## src/rtl/hex_digit_latch.sv

```systemverilog
// Debounced four-digit seven-segment latch: qualifies {sel_ni, seg_i} over STABLE_CYCLES edges.
// Optional per-digit blanking on refresh timeout is enabled by defining HEX_LATCH_TIMEOUT_EN.
module hex_digit_latch #(
    parameter int unsigned STABLE_CYCLES  = 4,
    parameter int unsigned TIMEOUT_CYCLES = 25000000
) (
    input  logic       clk_i,
    input  logic       rst_i,
    input  logic [7:0] seg_i,
    input  logic [7:0] sel_ni,
    output logic [7:0] hex0_o,
    output logic [7:0] hex1_o,
    output logic [7:0] hex2_o,
    output logic [7:0] hex3_o,
    output logic       commit_o,
    output logic [1:0] commit_digit_o
);

    typedef enum logic [1:0] {StIdle, StQual, StHold} state_e;

    localparam logic [7:0] StableThr = 8'(STABLE_CYCLES);

    state_e      state_q;
    logic [15:0] samp_q;
    logic [7:0]  cnt_q;
    logic [7:0]  hex_q [4];
    logic        commit_q;
    logic [1:0]  commit_digit_q;

    logic [15:0] in_w;
    logic        changed;
    logic        sel_valid;
    logic [1:0]  sel_idx;
    logic [7:0]  cnt_next;
    logic        do_write;

    assign in_w    = {sel_ni, seg_i};
    assign changed = (in_w != samp_q);

    always_comb begin
        sel_valid = 1'b1;
        sel_idx   = 2'd0;
        case (sel_ni)
            8'hF7:   sel_idx = 2'd0;
            8'hFB:   sel_idx = 2'd1;
            8'hFD:   sel_idx = 2'd2;
            8'hFE:   sel_idx = 2'd3;
            default: sel_valid = 1'b0;
        endcase
    end

    // Count value this edge would produce; a change restarts at 1, otherwise saturating increment.
    always_comb begin
        cnt_next = cnt_q;
        if (changed) begin
            cnt_next = 8'd1;
        end else if (cnt_q != 8'hFF) begin
            cnt_next = cnt_q + 8'd1;
        end
    end

    assign do_write = sel_valid && (changed || (state_q == StQual)) && (cnt_next >= StableThr);

`ifdef HEX_LATCH_TIMEOUT_EN
    localparam logic [24:0] TmoLast = 25'(TIMEOUT_CYCLES - 1);
    logic [24:0] tmo_q [4];
`endif

    always_ff @(posedge clk_i) begin
        if (rst_i) begin
            state_q        <= StIdle;
            samp_q         <= 16'h0000;
            cnt_q          <= 8'd0;
            commit_q       <= 1'b0;
            commit_digit_q <= 2'd0;
            for (int d = 0; d < 4; d++) begin
                hex_q[d] <= 8'hFF;
`ifdef HEX_LATCH_TIMEOUT_EN
                tmo_q[d] <= 25'd0;
`endif
            end
        end else begin
            samp_q   <= in_w;
            commit_q <= do_write;
            if (do_write) begin
                commit_digit_q <= sel_idx;
            end

            if (changed) begin
                if (sel_valid) begin
                    state_q <= do_write ? StHold : StQual;
                    cnt_q   <= cnt_next;
                end else begin
                    state_q <= StIdle;
                    cnt_q   <= 8'd0;
                end
            end else if (state_q == StQual) begin
                cnt_q <= cnt_next;
                if (do_write) begin
                    state_q <= StHold;
                end
            end

            for (int d = 0; d < 4; d++) begin
                if (do_write && (sel_idx == 2'(d))) begin
                    hex_q[d] <= ~seg_i;
`ifdef HEX_LATCH_TIMEOUT_EN
                    tmo_q[d] <= 25'd0;
                end else begin
                    if (tmo_q[d] != 25'h1FF_FFFF) begin
                        tmo_q[d] <= tmo_q[d] + 25'd1;
                    end
                    // Blank on the edge where the counter reaches TIMEOUT_CYCLES.
                    if (tmo_q[d] >= TmoLast) begin
                        hex_q[d] <= 8'hFF;
                    end
`endif
                end
            end
        end
    end

    assign hex0_o         = hex_q[0];
    assign hex1_o         = hex_q[1];
    assign hex2_o         = hex_q[2];
    assign hex3_o         = hex_q[3];
    assign commit_o       = commit_q;
    assign commit_digit_o = commit_digit_q;

endmodule
```

## config.mk

```make
export PLATFORM = sky130hd
export DESIGN_NAME = hex_digit_latch
export DESIGN_NICKNAME = d
export VERILOG_FILES = /design/src/rtl/hex_digit_latch.sv
export SDC_FILE = /design/constraint.sdc
export NUM_CORES = 1
export LEC_CHECK = 0
export ABC_AREA = 0
export ABC_CLOCK_PERIOD_IN_PS = 4800
export CAP_MARGIN = 5
export CORE_MARGIN = 2
export CORE_UTILIZATION = 45
export CTS_BUF_LIST = sky130_fd_sc_hd__clkbuf_16
export DETAILED_ROUTE_END_ITERATION = 12
export DONT_BUFFER_PORTS = 1
export GPL_ROUTABILITY_DRIVEN = 0
export GPL_TIMING_DRIVEN = 0
export HOLD_SLACK_MARGIN = 0.02
export SYNTH_ARGS = -nofsm -noshare
export SYNTH_HDL_FRONTEND = slang
export SYNTH_SLANG_ARGS = --single-unit
```

## constraint.sdc

```tcl
create_clock -name clk_i -period 4.8 [get_ports clk_i]
set_input_delay 0.72 -clock clk_i [delete_from_list [all_inputs] [get_ports clk_i]]
set_output_delay 0.72 -clock clk_i [all_outputs]
set_load 0.02 [all_outputs]
```

==> out/results.txt, run 1 <==
Sink Count - 61
Yosys reg bits - 61
Distinct cells, synth - 39
Peak Freq - 0.356 GHz
die area - 6380 sq um
CTS Buf Count - 9
Tot Pwr - 1.21 mW
clk_skew - 10.7 ps
top cells by area, synth - edfxtp_1, dfxtp_1, nand3_1
H-tree depth - 3
DR vias - 1734
first-pass GRT wire length - 8810 um
TNS Setup - 0 ps
worst r2r path cells - 5
area leader, netlist - edfxtp_1
CTS tree - done
Net Sw Power - 0.246 mW
Final Setup Violations - 0
# hold bufs at CTS - 0
Clock Tree Root - clkbuf_16
Post-layout nets - 255
status - finished clean
Hold Crit Start - state_q[1]
Reg power frac - 46.7%
hold path depth - 2
Post-route DRC - 0
Startpoint Class - input pin
met2 Use GR - 29.0%
hold endpoint - state_q[1]
drt wl/cell - 17.1 um
vias per cell - 5.54
power per cell area - 410 nW/um^2
number of max-cap violations - 0
switch share - 20.3%
Clock Path Buffers - 2
worst setup path start - sel_ni[2]
Comb pwr share - 3.8%
latest clock arrival within the worst-skew pair - 330 ps
measured slew at the worst slew-check pin - 646 ps
Util after Layout - 53.4%
grt met1 use - 24.5%
crit path max fanout - 10
Synth Warn # - 0
Clock power frac - 49.5%
initial antenna violation count - 0
Crit Path Category - input pin to register
Worst R2R Setup Slack - 2260 ps
vias in the first global route - 1659
Avg Inst Size Synth - 11.5 sq um
largest net degree at the start of global routing - 11
Gate Count Post-Synth - 225
unrepaired setup endpoints after global routing - false
Max VDD drop - 0.199 mV
gr busiest metal - met2
Post-Route WL - 5360 um
Detail Route Antenna Nets - 0
Die Span X - 79.8 um
Initial Util - 46.7%
grt total ovfl - 0
TritonRoute pass-1 iters - 4
synthesized area - 2590 sq um
endpoints failing hold - 0
Synth top area share - 37.1%
# Post-CTS Setup Buffers - 0
EDFF count, synth - 32
CP Capture Type - register
Syn-to-layout area delta - 14.3%
leakage power - 0.929 nW
Cell Rows - 27
sequential fraction of the synthesis area - 59.5%
CTS clk-pin slew, worst paths - 50 ps
Slew headroom - 55.9%
met3 usage - 5.77%
most used flip-flop cell after synthesis - edfxtp_1
reg-to-reg critical path endpoint - hex_q[0][5]
Slew Viols, Final - 0
I/O pins - 53
HP Class - register to register
CORE AREA - 5540 sq um
crit path time final - 2810 ps
1st-iter DRT viols - 81
post-DP HPWL - 3640 um
Async SR Flop Fraction - 0%
share of cells above drive strength 1 - 9.54%
PortBufs - 0
syn nets - 244
WP data arrival - 2800 ps
fin crit share - 58.5%
Total GRT Usage - 19.0%
die height - 79.8 um
Diodes inserted - 0
Worst R2R Start - samp_q[0]
worst endpoint required time - 4790 ps
# resized after CTS - 0
internal power - 0.967 mW
[Yosys cell counts (2+ instances only)]
master	number
xor2_1	5
buf_2	5
clkbuf_1	4
a31oi_1	3
buf_6	2
nand4_1	5
nand3_1	38
edfxtp_1	32
o21ai_0	2
buf_1	2
nor2b_1	19
a21o_1	4
dfxtp_1	29
and4b_1	3
nand2_1	5
nor3_1	3
and3_1	3
xnor2_1	18
inv_1	3
and2_1	4
nand2b_1	3
nor2_1	11
a21oi_1	4
mux2i_1	3
[power groups by stage]
stage	Clock (mW)	Combinational, mW	Sequential (mW)
after floorplan	0	0.0361	0.576
after detailed placement	0	0.0461	0.577
after global routing	0.631	0.0514	0.567
final	0.601	0.0458	0.567
after global placement	0	0.0459	0.577
after CTS	0.610	0.0465	0.567
[worst max-delay path: stages]
cell and delay (ps):
buf_2 200, xnor2_1 140, nand4_1 150, nor4_2 600, nor3b_2 600, a21o_1 390
[per-layer routing]
metal / part of all wire, % / wire (um) / vias to the layer above
met4: 1.8 / 97 / 0
met3: 6.3 / 336 / 9
li1: - / - / 833
met1: 46 / 2470 / 824
met5: 0 / 0 / -
met2: 46 / 2460 / 68
[final cells by class]
cell class,instances,area (sq um)
Tap cell,72,90.1
Inverter,3,11.3
Sequential cell,61,1540
Fill cell,507,2580
Buffer,13,70.1
Clock buffer,9,225
Multi-Input combinational cell,148,966
Clock inverter,7,53.8
[cell families after synthesis]
family	share of synthesized area, %
buffers and inverters	3.14
AOI/OAI and AO/OA	4.79
adders and majority gates	0.483
muxes	1.59
xor gates and xnor gates	7.78
DFF	59.5
and+or+nand+nor	22.7
[cell usage in the layout, fill, tap and decap left out, drive strengths merged, types with 2 or more instances in the layout]
cell type / Yosys / layout
edfxtp: 32 / 32
mux2i: 3 / 3
nand2b: 3 / 3
a21oi: 4 / 4
and2: 4 / 4
nor2: 11 / 11
and4: 2 / 2
dfxtp: 29 / 29
xnor2: 18 / 18
xor2: 5 / 5
and4b: 3 / 3
nor4: 2 / 2
nor2b: 19 / 19
buf: 9 / 9
nand2: 5 / 5
clkinv: 0 / 2
nand3: 38 / 38
nand4: 5 / 5
o21ai: 2 / 2
a31oi: 3 / 3
nor3: 3 / 3
inv: 3 / 7
clkbuf: 4 / 13
a21o: 4 / 4
and3: 4 / 4
[per-stage QoR]
stage | std cells | cell area [sq um] | setup slack (ps) | hold WS (ps)
after CTS | 313 | 2960 | 1990 | 512
after floorplan | 225 | 2590 | 2110 | 466
after detailed placement | 297 | 2680 | 1660 | 503
after global placement | 297 | 2680 | 1660 | 485
after global routing | 313 | 2960 | 1760 | 532
final | 313 | 2960 | 1990 | 512
[sequential cells by signal, indices dropped and copies added, names as in the netlist]
register and count:
cnt_q 8, state_q 2, hex_q 32, commit_digit_o 2, commit_o 1, samp_q 16
[how the worst max path moves through the flow]
stage,endpoint,slack [ps]
floorplan,hex_q[0][0],2110
global placement,hex_q[0][5],1660
detailed placement,hex_q[0][5],1660
CTS,hex_q[0][5],1990
global route,hex_q[0][5],1760
finish,hex_q[0][5],1990
Note: power is estimated with default switching activity, not from simulation.
==> run 2, diff against run 1 <==
--- a/config.mk
+++ b/config.mk
@@ -5,8 +5,8 @@
 export SDC_FILE = /design/constraint.sdc
 export NUM_CORES = 1
 export LEC_CHECK = 0
-export ABC_AREA = 0
-export ABC_CLOCK_PERIOD_IN_PS = 4800
+export ABC_AREA = 1
+export ABC_CLOCK_PERIOD_IN_PS = 2500
 export CAP_MARGIN = 5
 export CORE_MARGIN = 2
 export CORE_UTILIZATION = 45
==> constraint.sdc (replaced) <==
create_clock -name clk_i -period 2.5 [get_ports clk_i]
set_input_delay 0.375 -clock clk_i [delete_from_list [all_inputs] [get_ports clk_i]]
set_output_delay 0.375 -clock clk_i [all_outputs]
set_load 0.02 [all_outputs]
==> out/results.txt, run 2 <==
status - finished clean
synthesized area - 2910 sq um
Avg Inst Size Synth - 8.49 sq um
unrepaired setup endpoints after global routing - false
Initial Util - 46.1%
Clock Path Buffers - 2
HP Class - input pin to register
endpoints failing hold - 0
post-route setup slack - 199 ps
CORE AREA - 6310 sq um
CP max stage delay - 390 ps
crit path time final - 2300 ps
commonest non-fill, non-tap cell in the layout - nand2_1
Slew headroom - 54.0%
TNS Setup - 0 ps
vias in the first global route - 2195
Sink Count - 61
PortBufs - 0
Gate Count Post-Synth - 343
first-pass GRT wire length - 10700 um
Clock Tree Root - clkbuf_16
Startpoint Class - register
Yosys reg bits - 61
power per cell area - 795 nW/um^2
most frequent cells in the layout - nand2_1, inv_1, nor2_1, nand4_1, edfxtp_1
CTS Buf Count - 9
Net Sw Power - 0.531 mW
CTS clk-pin slew, worst paths - 50 ps
# Post-CTS Setup Buffers - 0
largest net degree at the start of global routing - 12
initial antenna violation count - 0
clk_skew - 5.32 ps
grt total ovfl - 0
Distinct cells, synth - 29
worst endpoint required time - 2490 ps
fin crit share - 92.0%
Peak Freq - 0.435 GHz
1st-iter DRT viols - 96
critical-path cell list - ha_1 > nand2_1 > inv_1 > nand3_4 > nand3_1 > nand3_1 > nand2_1 > nor2_1 > nand3_1 > nand3_1 > nand2_1
area leader, netlist - edfxtp_1
Clock power frac - 55.8%
Synth Warn # - 0
Post-route DRC - 0
switch share - 19.7%
share of cells above drive strength 1 - 11.7%
Max VDD drop - 0.485 mV
Biggest register - hex_q
CP max stage cell - dfxtp_1
latest clock arrival within the worst-skew pair - 320 ps
Cell Rows - 29
leakage power - 1.31 nW
sequential fraction of the synthesis area - 52.9%
Detail Route Antenna Nets - 0
H-tree depth - 3
count leader, synth - nand2_1
most used flip-flop cell after synthesis - edfxtp_1
number of max-cap violations - 0
internal power - 2.17 mW
Reg power frac - 40.4%
syn nets - 362
Final Setup Violations - 0
Crit Path Category - register to register
TritonRoute pass-1 iters - 4
I/O pins - 53
measured slew at the worst slew-check pin - 687 ps
DR vias - 2256
Die Span X - 84.5 um
die height - 84.5 um
Comb pwr share - 3.8%
Synth top area share - 33.0%
crit path max fanout - 10
Async SR Flop Fraction - 0%
EDFF count, synth - 32
Fillers - 585
die area - 7130 sq um
cell mode on critical path - nand3_1
CTS tree - done
Post-Route WL - 6550 um
Syn-to-layout area delta - 16.6%
most frequent cells after synthesis - nand2_1, inv_1, nor2_1
Diodes inserted - 0
Post-Place Setup Slack - -203 ps
CP Capture Type - register
top flop regs - hex_q (32), samp_q (16), cnt_q (8)
WP data arrival - 2290 ps
Total GRT Usage - 19.4%
drt wl/cell - 15.0 um
top cells by area, synth - edfxtp_1, dfxtp_1, nand2_1
Slew Viols, Final - 0
max FFs per register - 32
vias per cell - 5.17
Util after Layout - 53.8%
Post-layout nets - 373
post-DP HPWL - 4650 um
==> run 2: timing repair <==
| action | in CTS | in global routing |
|---|---|---|
| endpoints found under the hold margin | 0 | 0 |
| endpoints found under the setup margin | 8 | 37 |
| gates resized for setup | 1 | 5 |
| hold buffers | 0 | 0 |
==> run 2: area by class of cell <==
cell class | count | area [sq um] | share of cell area [%]
Sequential cell | 61 | 1540 | 45.4
Multi-Input combinational cell | 223 | 1160 | 34.1
Clock buffer | 9 | 225 | 6.63
Inverter | 52 | 196 | 5.78
Clock inverter | 7 | 138 | 4.05
Tap cell | 77 | 96.3 | 2.84
Buffer | 7 | 41.3 | 1.22
==> run 2: kinds of logic (layout without fill, tap and decap cells) <==
| kind of cell | Yosys count | in the layout | share of synthesized area, % |
|---|---|---|---|
| and+or+nand+nor | 194 | 194 | 32.2 |
| adders and majority gates | 1 | 1 | 0.429 |
| AOI/OAI and AO/OA | 21 | 21 | 4.21 |
| xor gates and xnor gates | 7 | 7 | 2.10 |
| buffers and inverters | 59 | 75 | 8.16 |
| DFF | 61 | 61 | 52.9 |
==> run 2: routing by layer <==
layer	vias up	GRT usage [%]	wire [um]
met5	-	0	0
met4	0	6.49	65
met3	7	5.21	294
met2	51	33.2	3240
met1	1033	23.9	2950
li1	1165	-	-
==> run 2: worst paths after layout <==
kind	start	endpoint	slack, ps	cells past startpoint
max	cnt_q[0]	hex_q[3][7]	200	11
max reg2reg	cnt_q[0]	hex_q[3][7]	200	11
min	sel_ni[5]	samp_q[13]	150	2
min reg2reg	state_q[1]	state_q[1]	490	2
==> run 2: power groups by stage <==
stage,clock [mW],combinational (mW),sequential [mW]
global placement,0,0.0974,1.11
detailed placement,0,0.101,1.11
CTS,1.52,0.103,1.09
finish,1.51,0.103,1.09
global route,1.57,0.117,1.09
floorplan,0,0.0759,1.11
==> run 2: critical path, delay by kind of cell, from the launching register on <==
family	cells	cell delay [ps]
DFF	1	390
buffers and inverters	1	150
and+or+nand+nor	9	1190
adders and majority gates	1	220
==> run 2: metrics by stage <==
stage / hold slack [ps] / std cells / cell area, sq um / power, mW
floorplan: 455 / 343 / 2910 / 1.18
detailed placement: 475 / 420 / 3010 / 1.21
global route: 164 / 436 / 3400 / 2.78
global placement: 469 / 420 / 3010 / 1.21
finish: 150 / 436 / 3400 / 2.70
CTS: 141 / 436 / 3380 / 2.72
